File: src/rtl/stopwatch_counter_pkg.sv
// stopwatch_counter_pkg
//   Shared constants for the stopwatch datapath and the mode FSM that drives
//   it: bit positions inside the mode vector and the per-field wrap value.
package stopwatch_counter_pkg;

    // Mode vector bit positions
    localparam int MODE_PAUSE = 0;
    localparam int MODE_SEL   = 1;   // 1 = seconds field, 0 = minutes field
    localparam int MODE_ADJ   = 2;
    localparam int MODE_CLR   = 3;

    localparam int SW_MODE_W  = 4;
    localparam int SW_MAX_VAL = 59;  // last value of a two-digit field before 00

endpackage

File: src/rtl/stopwatch_counter_bcd_mod60.sv
// bcd_mod60
//   Two-digit BCD counter that wraps MAX_VAL -> 00. Synchronous clear has
//   priority over increment. wrap flags the increment that causes the wrap so
//   the parent can carry it into the next field.
// Ports
//   clk   in   1  rising-edge clock
//   reset in   1  asynchronous active-low clear
//   clr   in   1  synchronous clear to 00
//   inc   in   1  step +1 this cycle
//   tens  out  4  BCD tens digit
//   ones  out  4  BCD ones digit
//   wrap  out  1  combinational: inc while value == MAX_VAL
module bcd_mod60 #(
    parameter int MAX_VAL = 59
) (
    input  logic       clk,
    input  logic       reset,
    input  logic       clr,
    input  logic       inc,
    output logic [3:0] tens,
    output logic [3:0] ones,
    output logic       wrap
);

    localparam logic [3:0] LP_TENS_MAX = 4'(MAX_VAL / 10);
    localparam logic [3:0] LP_ONES_MAX = 4'(MAX_VAL % 10);

    logic [3:0] r_tens;
    logic [3:0] r_ones;
    logic       w_at_max;

    assign w_at_max = (r_tens == LP_TENS_MAX) && (r_ones == LP_ONES_MAX);
    assign wrap     = inc & w_at_max;
    assign tens     = r_tens;
    assign ones     = r_ones;

    always_ff @(posedge clk or negedge reset) begin
        if (!reset) begin
            r_tens <= 4'd0;
            r_ones <= 4'd0;
        end else if (clr) begin
            r_tens <= 4'd0;
            r_ones <= 4'd0;
        end else if (inc) begin
            if (w_at_max) begin
                r_tens <= 4'd0;
                r_ones <= 4'd0;
            end else if (r_ones == 4'd9) begin
                r_ones <= 4'd0;
                r_tens <= r_tens + 4'd1;
            end else begin
                r_ones <= r_ones + 4'd1;
            end
        end
    end

endmodule

File: src/rtl/stopwatch_counter.sv
// stopwatch_counter
//   MM:SS time-keeping datapath. Counts seconds on tick_1hz in run mode,
//   steps the selected field on tick_adj in adjust mode, honours clear and
//   pause. Produces a one-cycle rollover pulse on 59:59 -> 00:00 and a blink
//   phase for the display mux while adjusting.
// Ports
//   clk        in   1       rising-edge clock
//   reset      in   1       asynchronous active-low clear
//   mode       in   MODE_W  [0]=paused [1]=sel(1=sec) [2]=adj [3]=clear
//   tick_1hz   in   1       run-mode count strobe
//   tick_adj   in   1       adjust-mode step strobe
//   tick_blink in   1       blink toggle strobe
//   min_tens/min_ones/sec_tens/sec_ones  out 4  BCD digits
//   rollover   out  1       one-cycle pulse on run-mode 59:59 -> 00:00
//   blink      out  1       blank phase for the selected field in adjust
module stopwatch_counter
    import stopwatch_counter_pkg::*;
#(
    parameter int MAX_VAL = SW_MAX_VAL,
    parameter int MODE_W  = SW_MODE_W
) (
    input  logic              clk,
    input  logic              reset,
    input  logic [MODE_W-1:0] mode,
    input  logic              tick_1hz,
    input  logic              tick_adj,
    input  logic              tick_blink,
    output logic [3:0]        min_tens,
    output logic [3:0]        min_ones,
    output logic [3:0]        sec_tens,
    output logic [3:0]        sec_ones,
    output logic              rollover,
    output logic              blink
);

    logic w_clr, w_pause, w_adj, w_sel;
    logic w_run_tick, w_adj_tick;
    logic w_sec_inc, w_min_inc;
    logic w_sec_wrap, w_min_wrap;
    logic r_rollover, r_blink;

    assign w_clr   = mode[MODE_CLR];
    assign w_pause = mode[MODE_PAUSE];
    assign w_adj   = mode[MODE_ADJ];
    assign w_sel   = mode[MODE_SEL];

    // Priority clear > pause > adjust > run folded into two qualified strobes
    assign w_run_tick = ~w_clr & ~w_pause & ~w_adj & tick_1hz;
    assign w_adj_tick = ~w_clr & ~w_pause &  w_adj & tick_adj;

    // Seconds carry into minutes only in run mode; adjust never carries
    assign w_sec_inc = w_run_tick | (w_adj_tick & w_sel);
    assign w_min_inc = (w_run_tick & w_sec_wrap) | (w_adj_tick & ~w_sel);

    bcd_mod60 #(.MAX_VAL(MAX_VAL)) u_sec (
        .clk   (clk),
        .reset (reset),
        .clr   (w_clr),
        .inc   (w_sec_inc),
        .tens  (sec_tens),
        .ones  (sec_ones),
        .wrap  (w_sec_wrap)
    );

    bcd_mod60 #(.MAX_VAL(MAX_VAL)) u_min (
        .clk   (clk),
        .reset (reset),
        .clr   (w_clr),
        .inc   (w_min_inc),
        .tens  (min_tens),
        .ones  (min_ones),
        .wrap  (w_min_wrap)
    );

    always_ff @(posedge clk or negedge reset) begin
        if (!reset) begin
            r_rollover <= 1'b0;
            r_blink    <= 1'b0;
        end else begin
            // Minute wrap under a run tick implies seconds wrapped too
            r_rollover <= w_run_tick & w_min_wrap;
            if (w_clr || !w_adj)
                r_blink <= 1'b0;
            else if (tick_blink)
                r_blink <= ~r_blink;   // keeps toggling while paused in adjust
        end
    end

    assign rollover = r_rollover;
    assign blink    = r_blink;

endmodule

File: config.mk
export PLATFORM = sky130hd
export DESIGN_NAME = stopwatch_counter
export DESIGN_NICKNAME = d
export VERILOG_FILES = /design/src/rtl/stopwatch_counter_pkg.sv /design/src/rtl/stopwatch_counter_bcd_mod60.sv /design/src/rtl/stopwatch_counter.sv
export SDC_FILE = /design/constraint.sdc
export NUM_CORES = 1
export LEC_CHECK = 0
export BUFFER_PORTS_ARGS = -buffer_cell sky130_fd_sc_hd__buf_4
export CAP_MARGIN = 40
export CORE_MARGIN = 1.5
export CORE_UTILIZATION = 57
export CTS_CLUSTER_DIAMETER = 60
export DETAILED_ROUTE_END_ITERATION = 12
export MAX_ROUTING_LAYER = met4
export PLACE_DENSITY = 0.83
export SETUP_SLACK_MARGIN = 0.5
export SYNTH_ARGS = -nofsm -noshare
export SYNTH_HDL_FRONTEND = slang
export SYNTH_SLANG_ARGS = --single-unit
export TNS_END_PERCENT = 1
File: constraint.sdc
create_clock -name clk -period 2.95 [get_ports clk]
set_input_delay 0.1475 -clock clk [delete_from_list [all_inputs] [get_ports clk]]
set_output_delay 0.1475 -clock clk [all_outputs]
set_load 0.05 [all_outputs]
==> flow_summary_export.csv <==
group,metric,value,unit
run_status,run_status,"finished, final reports clean",
power_and_ir_drop,sw_frac_of_total,0.317,
synth,postSynthCellCount,116,
route,first_pass_iters,3,
synth,synth_area,1200,um^2
placement,io_buffers,26,
setup_path,cp.arrival,2.14,ns
placement,dp_cells,162,
placement,gp_congestion,0.820,
power_and_ir_drop,p_seq_frac,0.485,
clock_network,ctsResizeCount,0,
die,die_x,48.8,um
grt,overflow,0,
route,postRouteWirelength,2370,um
synth,synth_top_area_share,0.376,
clock_network,hold_buffers,1,
sta,max_freq,512,MHz
synth,yosysWarnings,0,
route,first_iter_violations,9,
clock_network,clk_pin_slew,0.10,ns
sta,hold_viol_final,0,
cells_and_area,nNetsFinal,156,
power_and_ir_drop,p_leak,0.685,nW
cells_and_area,area_delta_synth_final,19.0,%
grt,use_met2,0.393,
route,wire_per_inst,14.2,um
sta,grt_setup_unrepaired,"false",
clock_network,cts_sinks,18,
clock_network,clockRootBuffer,"clkbuf_4",
sta,finalCritPeriodShare,0.662,
grt,antenna_found_initial,0,
synth,synthArstFlopShare,1.00,
sta,tightestPinTransition,0.418,ns
sta,max-slew-margin-rel,0.721,
route,drt_drc_violations_left,0,
clock_network,clk-insertion-delay-late,0.30,ns
synth,syn_nets,131,
setup_path,r2r_cells,6,
synth,synth_area_leaders,"dfrtp_1, ha_1, nand2b_1, o211ai_1, a21oi_1",
route,num_vias,961,
die,chipHeight,48.8,um
sta,setup_viol,0,
grt,grt_use_met1,0.276,
die,num_rows,16,
cells_and_area,drive_above_1_share,0.321,
cells_and_area,fin_cells,167,
sta,drv_slew,0,
clock_network,htree_levels,1,
power_and_ir_drop,pwr-share-clk,0.271,
synth,netlist.top_cell.by_area,"dfrtp_1",
grt,grt_pass1_vias,969,
placement,dp_hpwl,1730,um
grt,grt_use_met3,0.0736,
synth,ys_types,46,
cells_and_area,final_area,1430,um^2
sta,fin_setup_tns,0,ns
worst_hold_path,worstHoldPathCells,3,
cells_and_area,multi_input_area,681,um^2
route,vias_per_cell,5.75,
grt,grt_pass1_wl,4280,um
placement,postPlaceCellArea,1380,um^2
clock_network,post_cts_buffers,0,
setup_path,crit_fanout,8,
power_and_ir_drop,p_per_area,399,nW/um^2
worst_hold_path,hold_class,"in -> reg",
route,ant_nets,0,
synth,ys.flop_type,"dfrtp_1",
cells_and_area,fill_cells,153,
grt,grt_busiest_layer,"met2",
sta,period_minus_slack,1.95,ns
synth,synth_seq_cells,18,
clock_network,cts_buffers,3,
power_and_ir_drop,intPower,388,uW
setup_path,worstSetupPathType,"reg -> reg",
clock_network,cts_tree,"done",
die,initial_utilization,0.610,
power_and_ir_drop,ir_drop,348,uV
die,io_pins,27,
grt,grt_start_max_net_pins,24,
synth,synth_edf_count,0,
power_and_ir_drop,p_sw,180,uW
synth,ys_seq_area_frac,0.376,
run,maxCapViolCount,0,
grt,grtUsageTotal,0.239,
clock_network,cts.path.max_buffers,2,
die,die_area,2380,um^2
sta,skew,0.00428,ns
setup_path,startpoint_type,"flop",
power_and_ir_drop,pwr-share-comb,0.245,
die,core,1960,um^2
cells_and_area,antenna_cells,0,
synth,postSynthAreaPerCell,10.3,um^2
cells_and_area,regArea,450,um^2
setup_path,required,3.14,ns
setup_path,critPathCaptureType,"flop",
[flip-flops by register name, indices dropped and copies added (netlist names)]
register and count:
blink 1, u_min.ones 4, u_sec.ones 4, rollover 1
u_min.tens 4, u_sec.tens 4
[area by class of cell]
type                    instances  share of cell area
flip-flops and latches         18               0.316
repair buffers                 27               0.144
well taps                      27              0.0237
inverters                       5              0.0132
clock buffers                   4              0.0255
multi-input cells              86               0.478
[cell usage in the layout (no fill, tap or decap), types with 2 or more instances in the layout]
cell and n:
buf_4 26, dfrtp_1 18, a21oi_1 7, nand3_1 7
nor2_1 6, nand2b_1 6, ha_1 6, inv_1 5
o211ai_1 5, and3b_1 3, mux2i_1 3, clkbuf_4 3
and3_2 2, o22ai_1 2, nor2b_1 2, o221ai_1 2
o2bb2ai_1 2, o21ai_0 2, mux2_2 2, mux2_4 2
a211o_1 2, a211oi_1 2, nor3b_1 2, nand2_1 2
[final timing paths]
kind	end	startpoint	slack, ns
setup / recovery	u_sec.tens[1]	u_sec.ones[1]	1.0
hold / removal	blink	tick_blink	0.10
setup reg to reg	u_sec.tens[1]	u_sec.ones[1]	1.0
hold reg to reg	u_sec.tens[3]	u_sec.tens[3]	0.55
max in group asynchronous	u_sec.tens[1]	reset	2.51
min in group asynchronous	u_min.ones[2]	reset	0.23
[power groups by stage]
stage / Clock (mW) / Sequential, mW / Combinational [mW]
floorplan: 0 / 0.322 / 0.0509
global placement: 0 / 0.278 / 0.136
detailed placement: 0 / 0.280 / 0.139
CTS: 0.158 / 0.276 / 0.141
global route: 0.165 / 0.278 / 0.151
finish: 0.154 / 0.275 / 0.139
[logic make-up (layout without fill, tap and decap cells)]
logic type / count (synthesis) / in the layout / synth area share
flops: 18 / 18 / 0.376
simple gates: 42 / 42 / 0.245
buf+inv: 12 / 36 / 0.0554
fa+ha+maj: 6 / 6 / 0.0627
compound gates: 30 / 30 / 0.185
xor+xnor: 1 / 1 / 0.00732
mux: 7 / 7 / 0.0690
[metal layers]
| metal | wire [um] | share of wire | vias up |
|---|---|---|---|
| met5 | 0 | 0 | - |
| li1 | - | - | 475 |
| met4 | 24 | 0.010 | 0 |
| met3 | 102 | 0.043 | 4 |
| met1 | 1040 | 0.44 | 467 |
| met2 | 1200 | 0.51 | 15 |
[critical path: stages, from the launching register on]
cell and delay (ns):
dfrtp_1 0.43, inv_1 0.07, ha_1 0.13, and3b_1 0.31
or2_0 0.40, o21a_4 0.21, mux2_4 0.30
[cells in the mapped netlist, types with 2 or more instances]
cell type / number
dfrtp_1: 18
a21oi_1: 7
nand3_1: 7
ha_1: 6
nand2b_1: 6
nor2_1: 6
inv_1: 5
o211ai_1: 5
and3b_1: 3
mux2i_1: 3
a211o_1: 2
a211oi_1: 2
and3_2: 2
buf_2: 2
buf_6: 2
mux2_2: 2
mux2_4: 2
nand2_1: 2
nor2b_1: 2
nor3b_1: 2
o21ai_0: 2
o221ai_1: 2
o22ai_1: 2
o2bb2ai_1: 2
[stage by stage]
step / power (mW) / hold slack [ns] / utilization / worst slack, ns
global placement: 0.415 / 0.0283 / 0.703 / 1.12
CTS: 0.574 / 0.103 / 0.726 / 1.00
floorplan: 0.372 / -0.148 / - / 0.891
finish: 0.568 / 0.104 / 0.726 / 0.998
detailed placement: 0.420 / 0.0336 / 0.703 / 1.04
global route: 0.594 / 0.107 / 0.726 / 0.883
Note: power is estimated with default switching activity, not from simulation.
